**src/rtl/mmss_countdown.sv**
```systemverilog
// mm:ss BCD countdown timer for the cook-time path.
// Run/pause/done control, load saturation and a one-cycle done pulse.
module mmss_countdown #(
    parameter int MIN_DIGITS   = 2,
    parameter int SEC_TENS_MOD = 6
) (
    input  logic                          clk,
    input  logic                          clr,
    input  logic                          loadn,
    input  logic [4*(MIN_DIGITS+2)-1:0]   data,
    input  logic                          start,
    input  logic                          stop,
    input  logic                          tick,
    output logic [4*(MIN_DIGITS+2)-1:0]   out,
    output logic                          zero,
    output logic                          running,
    output logic                          done
);

    localparam int D = MIN_DIGITS + 2;
    localparam int W = 4 * D;

    typedef enum logic [1:0] {
        S_IDLE,
        S_RUN,
        S_PAUSED,
        S_DONE
    } state_t;

    state_t         r_state;
    state_t         w_state_nxt;
    logic [W-1:0]   r_out;
    logic [W-1:0]   w_out_nxt;
    logic [W-1:0]   w_sat;
    logic [W-1:0]   w_dec;
    logic           r_zero;
    logic           r_done;
    logic           w_done_nxt;

    function automatic logic [3:0] digit_max(input int idx);
        return (idx == 1) ? 4'(SEC_TENS_MOD - 1) : 4'd9;
    endfunction

    always_comb begin : sat_blk
        w_sat = data;
        for (int i = 0; i < D; i++) begin
            if (data[4*i +: 4] > digit_max(i))
                w_sat[4*i +: 4] = digit_max(i);
        end
    end

    // Ripple borrow: a zero digit wraps to its max and passes the borrow up.
    always_comb begin : dec_blk
        logic b;
        b     = 1'b1;
        w_dec = r_out;
        for (int i = 0; i < D; i++) begin
            if (b) begin
                if (r_out[4*i +: 4] == 4'd0) begin
                    w_dec[4*i +: 4] = digit_max(i);
                end else begin
                    w_dec[4*i +: 4] = r_out[4*i +: 4] - 4'd1;
                    b               = 1'b0;
                end
            end
        end
    end

    always_ff @(posedge clk) begin
        if (clr) begin
            r_state <= S_IDLE;
            r_out   <= '0;
            r_zero  <= 1'b1;
            r_done  <= 1'b0;
        end else begin
            r_state <= w_state_nxt;
            r_out   <= w_out_nxt;
            r_zero  <= (w_out_nxt == '0);
            r_done  <= w_done_nxt;
        end
    end

    always_comb begin
        w_state_nxt = r_state;
        w_out_nxt   = r_out;
        w_done_nxt  = 1'b0;
        if (!loadn) begin
            w_state_nxt = S_IDLE;
            w_out_nxt   = w_sat;
        end else if (stop) begin
            unique case (r_state)
                S_RUN:    w_state_nxt = S_PAUSED;
                S_PAUSED: begin
                    w_state_nxt = S_IDLE;
                    w_out_nxt   = '0;
                end
                S_DONE:   w_state_nxt = S_IDLE;
                default:  w_state_nxt = r_state;
            endcase
        end else if (start) begin
            if ((r_state == S_IDLE && !r_zero) || r_state == S_PAUSED)
                w_state_nxt = S_RUN;
        end else if (tick && r_state == S_RUN) begin
            w_out_nxt = w_dec;
            if (w_dec == '0) begin
                w_state_nxt = S_DONE;
                w_done_nxt  = 1'b1;
            end
        end
    end

    always_comb begin
        running = (r_state == S_RUN);
        out     = r_out;
        zero    = r_zero;
        done    = r_done;
    end

endmodule

```
**config.mk**
```make
export PLATFORM = sky130hd
export DESIGN_NAME = mmss_countdown
export DESIGN_NICKNAME = d
export VERILOG_FILES = /design/src/rtl/mmss_countdown.sv
export SDC_FILE = /design/constraint.sdc
export NUM_CORES = 1
export LEC_CHECK = 0
export CAP_MARGIN = 20
export CORE_MARGIN = 2
export CORE_UTILIZATION = 50
export CTS_CLUSTER_DIAMETER = 40
export DETAILED_ROUTE_END_ITERATION = 10
export HOLD_SLACK_MARGIN = 0.03
export MAX_ROUTING_LAYER = met4
export PLACE_DENSITY = 0.84
export SKIP_LAST_GASP = 1
export SYNTH_ARGS = -nofsm -noshare
export SYNTH_HDL_FRONTEND = slang
export SYNTH_SLANG_ARGS = --single-unit
```
**constraint.sdc**
```tcl
create_clock -name clk -period 3.9 [get_ports clk]
set_input_delay 1.17 -clock clk [delete_from_list [all_inputs] [get_ports clk]]
set_output_delay 1.17 -clock clk [all_outputs]
set_load 0.02 [all_outputs]
```
Word-level counts from Yosys, hierarchy flattened
Cells that the tools add are included.
{"block": "classes", "add_sub_neg": 4, "n_lt_le_gt_ge": 4, "n_eq_ne": 5, "muxes": 28, "n_bitwise": 2, "reduce_logical": 17}
{"op": "$mux W16", "count": 5}
{"op": "$mux W4", "count": 11}
{"op": "$logic_not A16 Y1", "count": 2}
{"op": "$logic_not A4 Y1", "count": 4}
{"op": "$sub A4 B1 Y4 const B", "count": 4}
{"op": "$gt A4 B4 Y1 const B", "count": 3}
{"op": "$mux W2", "count": 5}
{"op": "$mux W1", "count": 6}
{"op": "$reduce_bool A3 Y1", "count": 2}
{"op": "$reduce_or A5 Y1", "count": 1}
{"op": "$eq A2 B2 Y1 const B", "count": 2}
{"op": "$gt A4 B3 Y1 const B", "count": 1}
{"op": "$pmux W2 S2", "count": 1}
{"op": "$reduce_and A4 Y1", "count": 1}
{"op": "$reduce_or A2 Y1", "count": 2}
{"op": "$ne A3 B1 Y1 const B", "count": 1}
{"op": "$ne A3 B2 Y1 const B", "count": 1}
{"op": "$eq A2 B1 Y1 const B", "count": 1}
{"op": "$logic_and A1 B1 Y1", "count": 2}
{"op": "$logic_not A2 Y1", "count": 1}
{"op": "$not A1 Y1", "count": 2}
{"op": "$logic_not A1 Y1", "count": 1}
{"op": "$logic_or A1 B1 Y1", "count": 1}
{"block": "word_totals", "ff_bits": 20, "inputBits": 22, "word_cells": 64}

Longest topological paths before layout
Gate-level depths: netlist of run 1.
{"block": "logic_depth", "depth_word": 10, "depth_mapped": 8}

Least setup slack after synthesis of run 1
OpenSTA, ideal clock, no wires.
{"block": "synth_timing", "path_kind": "input port to flip-flop", "startpoint": "in start", "endpoint": "reg r_zero (netlist: zero)", "setup_ps": 60, "arrival_time_ps": 2700, "path_slack_ps": 1140, "path_stages": 7, "path_buffers": 1, "path_cell_list": "and4bb_1 buf_2 nand4b_2 or3_1 a221oi_2 o211a_1 a41o_1"}
{"block": "synth_via", "elab_chain_len": 4}
{"item": "from (decl)", "line": "11", "source": "input logic start,"}
{"item": "$mux W16", "line": "100", "source": "end else if (start) begin"}
{"item": "$mux W16", "line": "90", "source": "end else if (stop) begin"}
{"item": "$mux W16", "line": "87", "source": "if (!loadn) begin"}
{"item": "$logic_not A16 Y1", "line": "78", "source": "r_zero <= (w_out_nxt == '0);"}
{"item": "to (signal assigned)", "line": "78"}
{"item": "to (decl)", "line": "36", "source": "logic r_zero;"}
No other way between the ends.
A chain may end at the register's enable or synchronous reset.

Worst setup path in the final report of run 1
Same ends and word-level chain as after synthesis.

==> results of run 1 <==
## registers in the layout, indices dropped and copies added (netlist names)
register and count:
done 1, r_state 2, zero 1, out 16
## layout by cell type (no fill, tap or decap), types with 3 or more instances in the layout
cell type         n
a21oi_1           8
a31oi_1           5
and3_1            4
and4_1            4
clkbuf_4          3
clkdlybuf4s50_1  40
dfxtp_1          20
inv_1             6
nand2_1           6
nand2b_1          4
nand3_1           3
nand3b_1          4
nand4_1           4
nor2_1           29
nor3_1            9
nor4_1            5
o211ai_1          3
o21ai_0           4
or2_2             3
or3_1             4
## cell families after synthesis
| logic type | after synthesis | share of synthesized area (%) |
|---|---|---|
| muxes | 3 | 2.29 |
| DFF | 20 | 29.3 |
| xor gates and xnor gates | 3 | 1.92 |
| buffers and inverters | 14 | 3.94 |
| and+or+nand+nor | 91 | 38.8 |
| AOI/OAI and AO/OA | 43 | 23.7 |
## final cells by class
type / instances / share of cell area [%]
inverters: 6 / 1.23
flip-flops and latches: 20 / 21.9
repair buffers: 42 / 22.8
well taps: 30 / 2.06
clock buffers: 4 / 1.99
multi-input cells: 140 / 50.0
## metrics by stage
| step | instances | area, sq um |
|---|---|---|
| 2_1_floorplan | 174 | 1370 |
| 3_3_place_gp | 238 | 1790 |
| 3_5_place_dp | 238 | 1790 |
| 4_1_cts | 242 | 1820 |
| 5_1_grt | 242 | 1820 |
| 6_report | 242 | 1820 |
## power by group through the flow
stage               Clock [mW]  Sequential [mW]  Combinational (mW)
detailed placement           0            0.235               0.135
global route             0.141            0.233               0.147
finish                   0.128            0.231               0.136
global placement             0            0.235               0.132
CTS                      0.129            0.230               0.135
floorplan                    0            0.243              0.0647
## layer usage
metal | up-vias | global-route usage [%] | share of wire [%]
met3 | 14 | 3.92 | 7.7
met1 | 729 | 36.9 | 44
met4 | 0 | 12.6 | 2.5
met2 | 87 | 42.0 | 46
met5 | - | - | 0
li1 | 747 | - | -
## how the worst min path moves through the flow
stage | startpoint | end | depth (start not counted)
after global routing | r_state[0] | r_state[0] | 2
final | r_state[0] | r_state[0] | 2
after global placement | r_state[0] | r_state[0] | 2
after CTS | r_state[0] | r_state[0] | 2
after floorplan | r_state[0] | r_state[0] | 2
after detailed placement | r_state[0] | r_state[0] | 2
## critical path, cell delays in order
cell and delay (ps):
clkdlybuf4s50_1 470, and4bb_1 510, nand4b_2 230, or3_1 410
a221oi_2 290, o211a_1 190, a41o_1 160
==> flow_metrics.py, run 1 <==
metrics = {
    "pwr": {
        "clkPwrFrac_pct": 25.8,
        "power_switching_share_pct": 31.6,
        "seq_power_share_pct": 46.6,
        "power_uw": 495,
        "vdd_drop_max_uv": 258,
        "powerDensity_nw_per_um2": 271,
        "p_int_uw": 339,
        "switchingPower_uw": 156,
        "combinationalPowerShare_pct": 27.6,
        "p_leak_nw": 0.699,
    },
    "setup_path": {
        "critPathArrivalTime_ps": 3440,
        "cp.required_ps": 4160,
        "cp-start-kind": "primary input",
        "worstRegToRegCells": 6,
        "critPathLaunch": "start",
        "critPathKind": "in2reg",
        "worst-path-max-fanout": 9,
        "timing.rr.start": "r_state[1]",
        "cp-endpoint": "zero",
        "critPathCaptureType": "register",
        "rrSetupSlack_ps": 1660,
        "r2r_end": "zero",
    },
    "detailed_routing": {
        "drtAntennaViolNets": 0,
        "wl_um": 4110,
        "viasPerCell": 6.52,
        "wl_per_cell_um": 17.0,
        "drt_iter0_markers": 95,
        "drc": 0,
        "vias": 1577,
        "drtPass1Iterations": 4,
    },
    "timing": {
        "finalCritPeriodShare_pct": 81.7,
        "rsz0062_at_grt": "no",
        "timing.hold.ws_ps": 611,
        "period_needed_ps": 3180,
        "maxSlewHeadroom_pct": 51.4,
        "fmax_mhz": 314,
        "fin_skew_ps": 3.82,
        "hold_viol": 0,
        "tns_ps": 0,
        "slew_violations": 0,
        "setup_ws_ps": 715,
        "finalSetupViolCount": 0,
        "worst_slew_pin_slew_ps": 727,
    },
    "final_layout": {
        "multi_input_area_sq_um": 912,
        "final_core_util_pct": 72.3,
        "drive_gt1_share_pct": 7.08,
        "antenna_cells": 0,
        "syn_to_final_growth_pct": 33.5,
        "finalNetCount": 235,
        "final.fill_count": 213,
        "register_area_sq_um": 400,
    },
    "clocking": {
        "postCtsResizedCells": 0,
        "post_cts_buffers": 0,
        "cts_tree": "yes",
        "clockBufferDepth": 2,
        "root_buffer": "clkbuf_4",
        "ctsHoldBuffers": 0,
        "cts_inserted_buffers": 3,
        "clk_pin_slew_ps": 120,
        "htree_levels": 1,
        "cts.sink_count": 20,
        "insertion_delay_ps": 310,
    },
    "placed_design": {
        "port_buffers": 40,
        "gp_congestion": 0.922,
        "hpwl_um": 3060,
        "place_ws_ps": 426,
    },
    "yosys": {
        "synth_area_per_cell_sq_um": 7.85,
        "synthTopCellsByCount": "29 x nor2_1, 20 x dfxtp_1, 9 x nor3_1, 8 x a21oi_1",
        "ys_seq_area_share_pct": 29.3,
        "synth.largest_area_cell": "dfxtp_1",
        "netlist_area_sq_um": 1370,
        "synth_top_area_share_pct": 29.3,
        "synth_seq_cells": 20,
        "synth_cells": 174,
        "yosys_most_used_dff": "dfxtp_1",
        "ys_warn_count": 0,
        "synth_most_common_cell": "nor2_1",
        "synth_area_leaders": "dfxtp_1 29%, nor2_1 8.0%, nor3_1 3.3%",
        "syn_nets": 196,
        "ys_async_sr_fraction_pct": 0,
        "ys_types": 54,
        "synth_edf_count": 0,
    },
    "global_routing": {
        "grt_first_pass_wirelength_um": 6840,
        "grt.overflow.total": 0,
        "grt_usage_pct": 27.8,
        "grt_pass1_vias": 1438,
        "grt_max_degree": 22,
        "antenna_found_initial": 0,
    },
    "floorplan": {
        "die_w_um": 56.3,
        "die_area_sq_um": 3170,
        "core_sq_um": 2520,
        "die_y_um": 56.3,
        "start_util_pct": 54.2,
        "ioPinCount": 41,
        "num_rows": 18,
    },
    "run": {
        "maxCapViolations": 0,
    },
    "run_status": {
        "status": "complete, no violations",
    },
    "hold_path": {
        "min_path_type": "reg2reg",
    },
}
Power figures use the tool's default switching activity.
==> run 2: changes to the inputs <==
--- a/config.mk
+++ b/config.mk
@@ -7,12 +7,12 @@
 export LEC_CHECK = 0
 export CAP_MARGIN = 20
 export CORE_MARGIN = 2
-export CORE_UTILIZATION = 50
+export CORE_UTILIZATION = 47
 export CTS_CLUSTER_DIAMETER = 40
 export DETAILED_ROUTE_END_ITERATION = 10
 export HOLD_SLACK_MARGIN = 0.03
 export MAX_ROUTING_LAYER = met4
-export PLACE_DENSITY = 0.84
+export PLACE_DENSITY = 0.8
 export SKIP_LAST_GASP = 1
 export SYNTH_ARGS = -nofsm -noshare
 export SYNTH_HDL_FRONTEND = slang
==> constraint.sdc (replaced) <==
create_clock -name clk -period 3.3 [get_ports clk]
set_input_delay 0.99 -clock clk [delete_from_list [all_inputs] [get_ports clk]]
set_output_delay 0.99 -clock clk [all_outputs]
set_load 0.02 [all_outputs]
==> flow_metrics.py, run 2 (same netlist as run 1, synthesis figures left out) <==
metrics = {
    "setup_path": {
        "cp-start-kind": "primary input",
        "cp_slowest_cell": "clkdlybuf4s50_1",
        "worst-path-max-fanout": 9,
        "crit_chain": "clkdlybuf4s50_1 -> and4bb_1 -> nand4b_2 -> or3_1 -> a221oi_2 -> o211a_1 -> a41o_1",
        "worst-path-buf-inv": 1,
        "critPathKind": "in2reg",
        "rrSetupSlack_ps": 1030,
        "timing.rr.start": "r_state[1]",
        "critPathArrivalTime_ps": 3260,
        "cp.required_ps": 3540,
        "critPathMaxStageDelay_ps": 510,
        "worstRegToRegCells": 6,
        "r2r_end": "zero",
        "crit_cells": 7,
        "critPathTopFamily": "simple AND/OR/NAND/NOR gates",
        "critPathCaptureType": "register",
    },
    "global_routing": {
        "grt_pass1_vias": 1519,
        "grt_max_degree": 19,
        "grt_first_pass_wirelength_um": 6920,
        "use_met2_pct": 45.9,
        "use_met3_pct": 2.68,
        "antenna_found_initial": 0,
        "grt.overflow.total": 0,
        "grt.busiest_layer": "met2",
        "grt_usage_pct": 27.0,
        "use_met1_pct": 34.3,
    },
    "floorplan": {
        "core_sq_um": 2760,
        "num_rows": 19,
        "die_y_um": 57.9,
        "die_area_sq_um": 3350,
        "ioPinCount": 41,
        "start_util_pct": 49.5,
        "die_w_um": 57.9,
    },
    "run": {
        "maxCapViolations": 0,
    },
    "hold_path": {
        "hold_start": "r_state[0]",
        "hold_depth": 2,
        "min_path_type": "reg2reg",
        "whs_endpoint": "r_state[0]",
    },
    "detailed_routing": {
        "drc": 0,
        "viasPerCell": 6.40,
        "wl_um": 4170,
        "drt_iter0_markers": 79,
        "drtAntennaViolNets": 0,
        "drtPass1Iterations": 4,
        "vias": 1582,
        "wl_per_cell_um": 16.9,
    },
    "pwr": {
        "clkPwrFrac_pct": 21.3,
        "seq_power_share_pct": 49.1,
        "combinationalPowerShare_pct": 29.6,
        "vdd_drop_max_uv": 271,
        "switchingPower_uw": 178,
        "powerDensity_nw_per_um2": 301,
        "power_switching_share_pct": 32.0,
        "p_int_uw": 378,
        "power_uw": 557,
        "p_leak_nw": 0.715,
    },
    "clocking": {
        "cts_tree": "yes",
        "insertion_delay_ps": 300,
        "clk_pin_slew_ps": 120,
        "post_cts_buffers": 0,
        "root_buffer": "clkbuf_4",
        "cts.sink_count": 20,
        "postCtsResizedCells": 0,
        "htree_levels": 1,
        "ctsHoldBuffers": 0,
        "clockBufferDepth": 2,
        "cts_inserted_buffers": 3,
    },
    "final_layout": {
        "layout_common_cells": "40 x clkdlybuf4s50_1, 29 x nor2_1, 20 x dfxtp_1, 9 x nor3_1, 8 x a21oi_1",
        "drive_gt1_share_pct": 8.80,
        "largest_register_ffs": 16,
        "antenna_cells": 0,
        "syn_to_final_growth_pct": 35.3,
        "mostFrequentLayoutCell": "clkdlybuf4s50_1",
        "finalNetCount": 240,
    },
    "timing": {
        "worst_slew_pin_slew_ps": 730,
        "fin_skew_ps": 4.72,
        "timing.hold.ws_ps": 597,
        "period_needed_ps": 3020,
        "maxSlewHeadroom_pct": 51.2,
        "tns_ps": 0,
        "setup_ws_ps": 282,
        "fmax_mhz": 331,
        "finalSetupViolCount": 0,
        "slew_violations": 0,
        "hold_viol": 0,
        "finalCritPeriodShare_pct": 91.4,
        "rsz0062_at_grt": "no",
    },
    "run_status": {
        "status": "complete, no violations",
    },
    "placed_design": {
        "gp_congestion": 0.904,
        "place_ws_ps": 27.4,
        "port_buffers": 40,
        "hpwl_um": 3180,
    },
}
## run 2: cell types whose count changed in the layout (fill, tap and decap cells not counted), sizes merged
cell	before	now
buf	2	7
clkbuf	4	3
## run 2: stage by stage
step                cells  util, %  area, sq um
finish                247     67.1         1850
global route          247     67.1         1850
CTS                   247     67.1         1850
detailed placement    244     66.2         1830
global placement      244     66.2         1830
floorplan             174        -         1370
## run 2: worst min-delay path, cell delays in order, from the launching register on
cell	delay, ps
dfxtp_1	380
a21oi_1	140
nor3_1	50
## run 2: how the worst max path moves through the flow
stage	start	end
CTS	start	zero
detailed placement	start	zero
global route	start	zero
global placement	start	zero
finish	tick	zero
floorplan	start	zero
## run 2: routing by layer
metal  share of wire (%)  routed length [um]
met1                  43                1800
met2                  47                1960
met3                 8.4                 349
met4                 1.6                  65
met5                   0                   0
## run 2: power by group through the flow
stage          Clock [mW]  Sequential (mW)  Combinational, mW
3_3_place_gp            0            0.278              0.160
6_report            0.118            0.274              0.165
5_1_grt             0.130            0.275              0.179
4_1_cts             0.121            0.273              0.164
3_5_place_dp            0            0.279              0.162
2_1_floorplan           0            0.287             0.0765
## run 2: final cells by class
cell class | instances | area [sq um]
Tap cell | 31 | 38.8
Timing Repair Buffer | 47 | 453
Sequential cell | 20 | 400
Inverter | 6 | 22.5
Clock buffer | 3 | 22.5
Multi-Input combinational cell | 140 | 912
Fill cell | 259 | 908
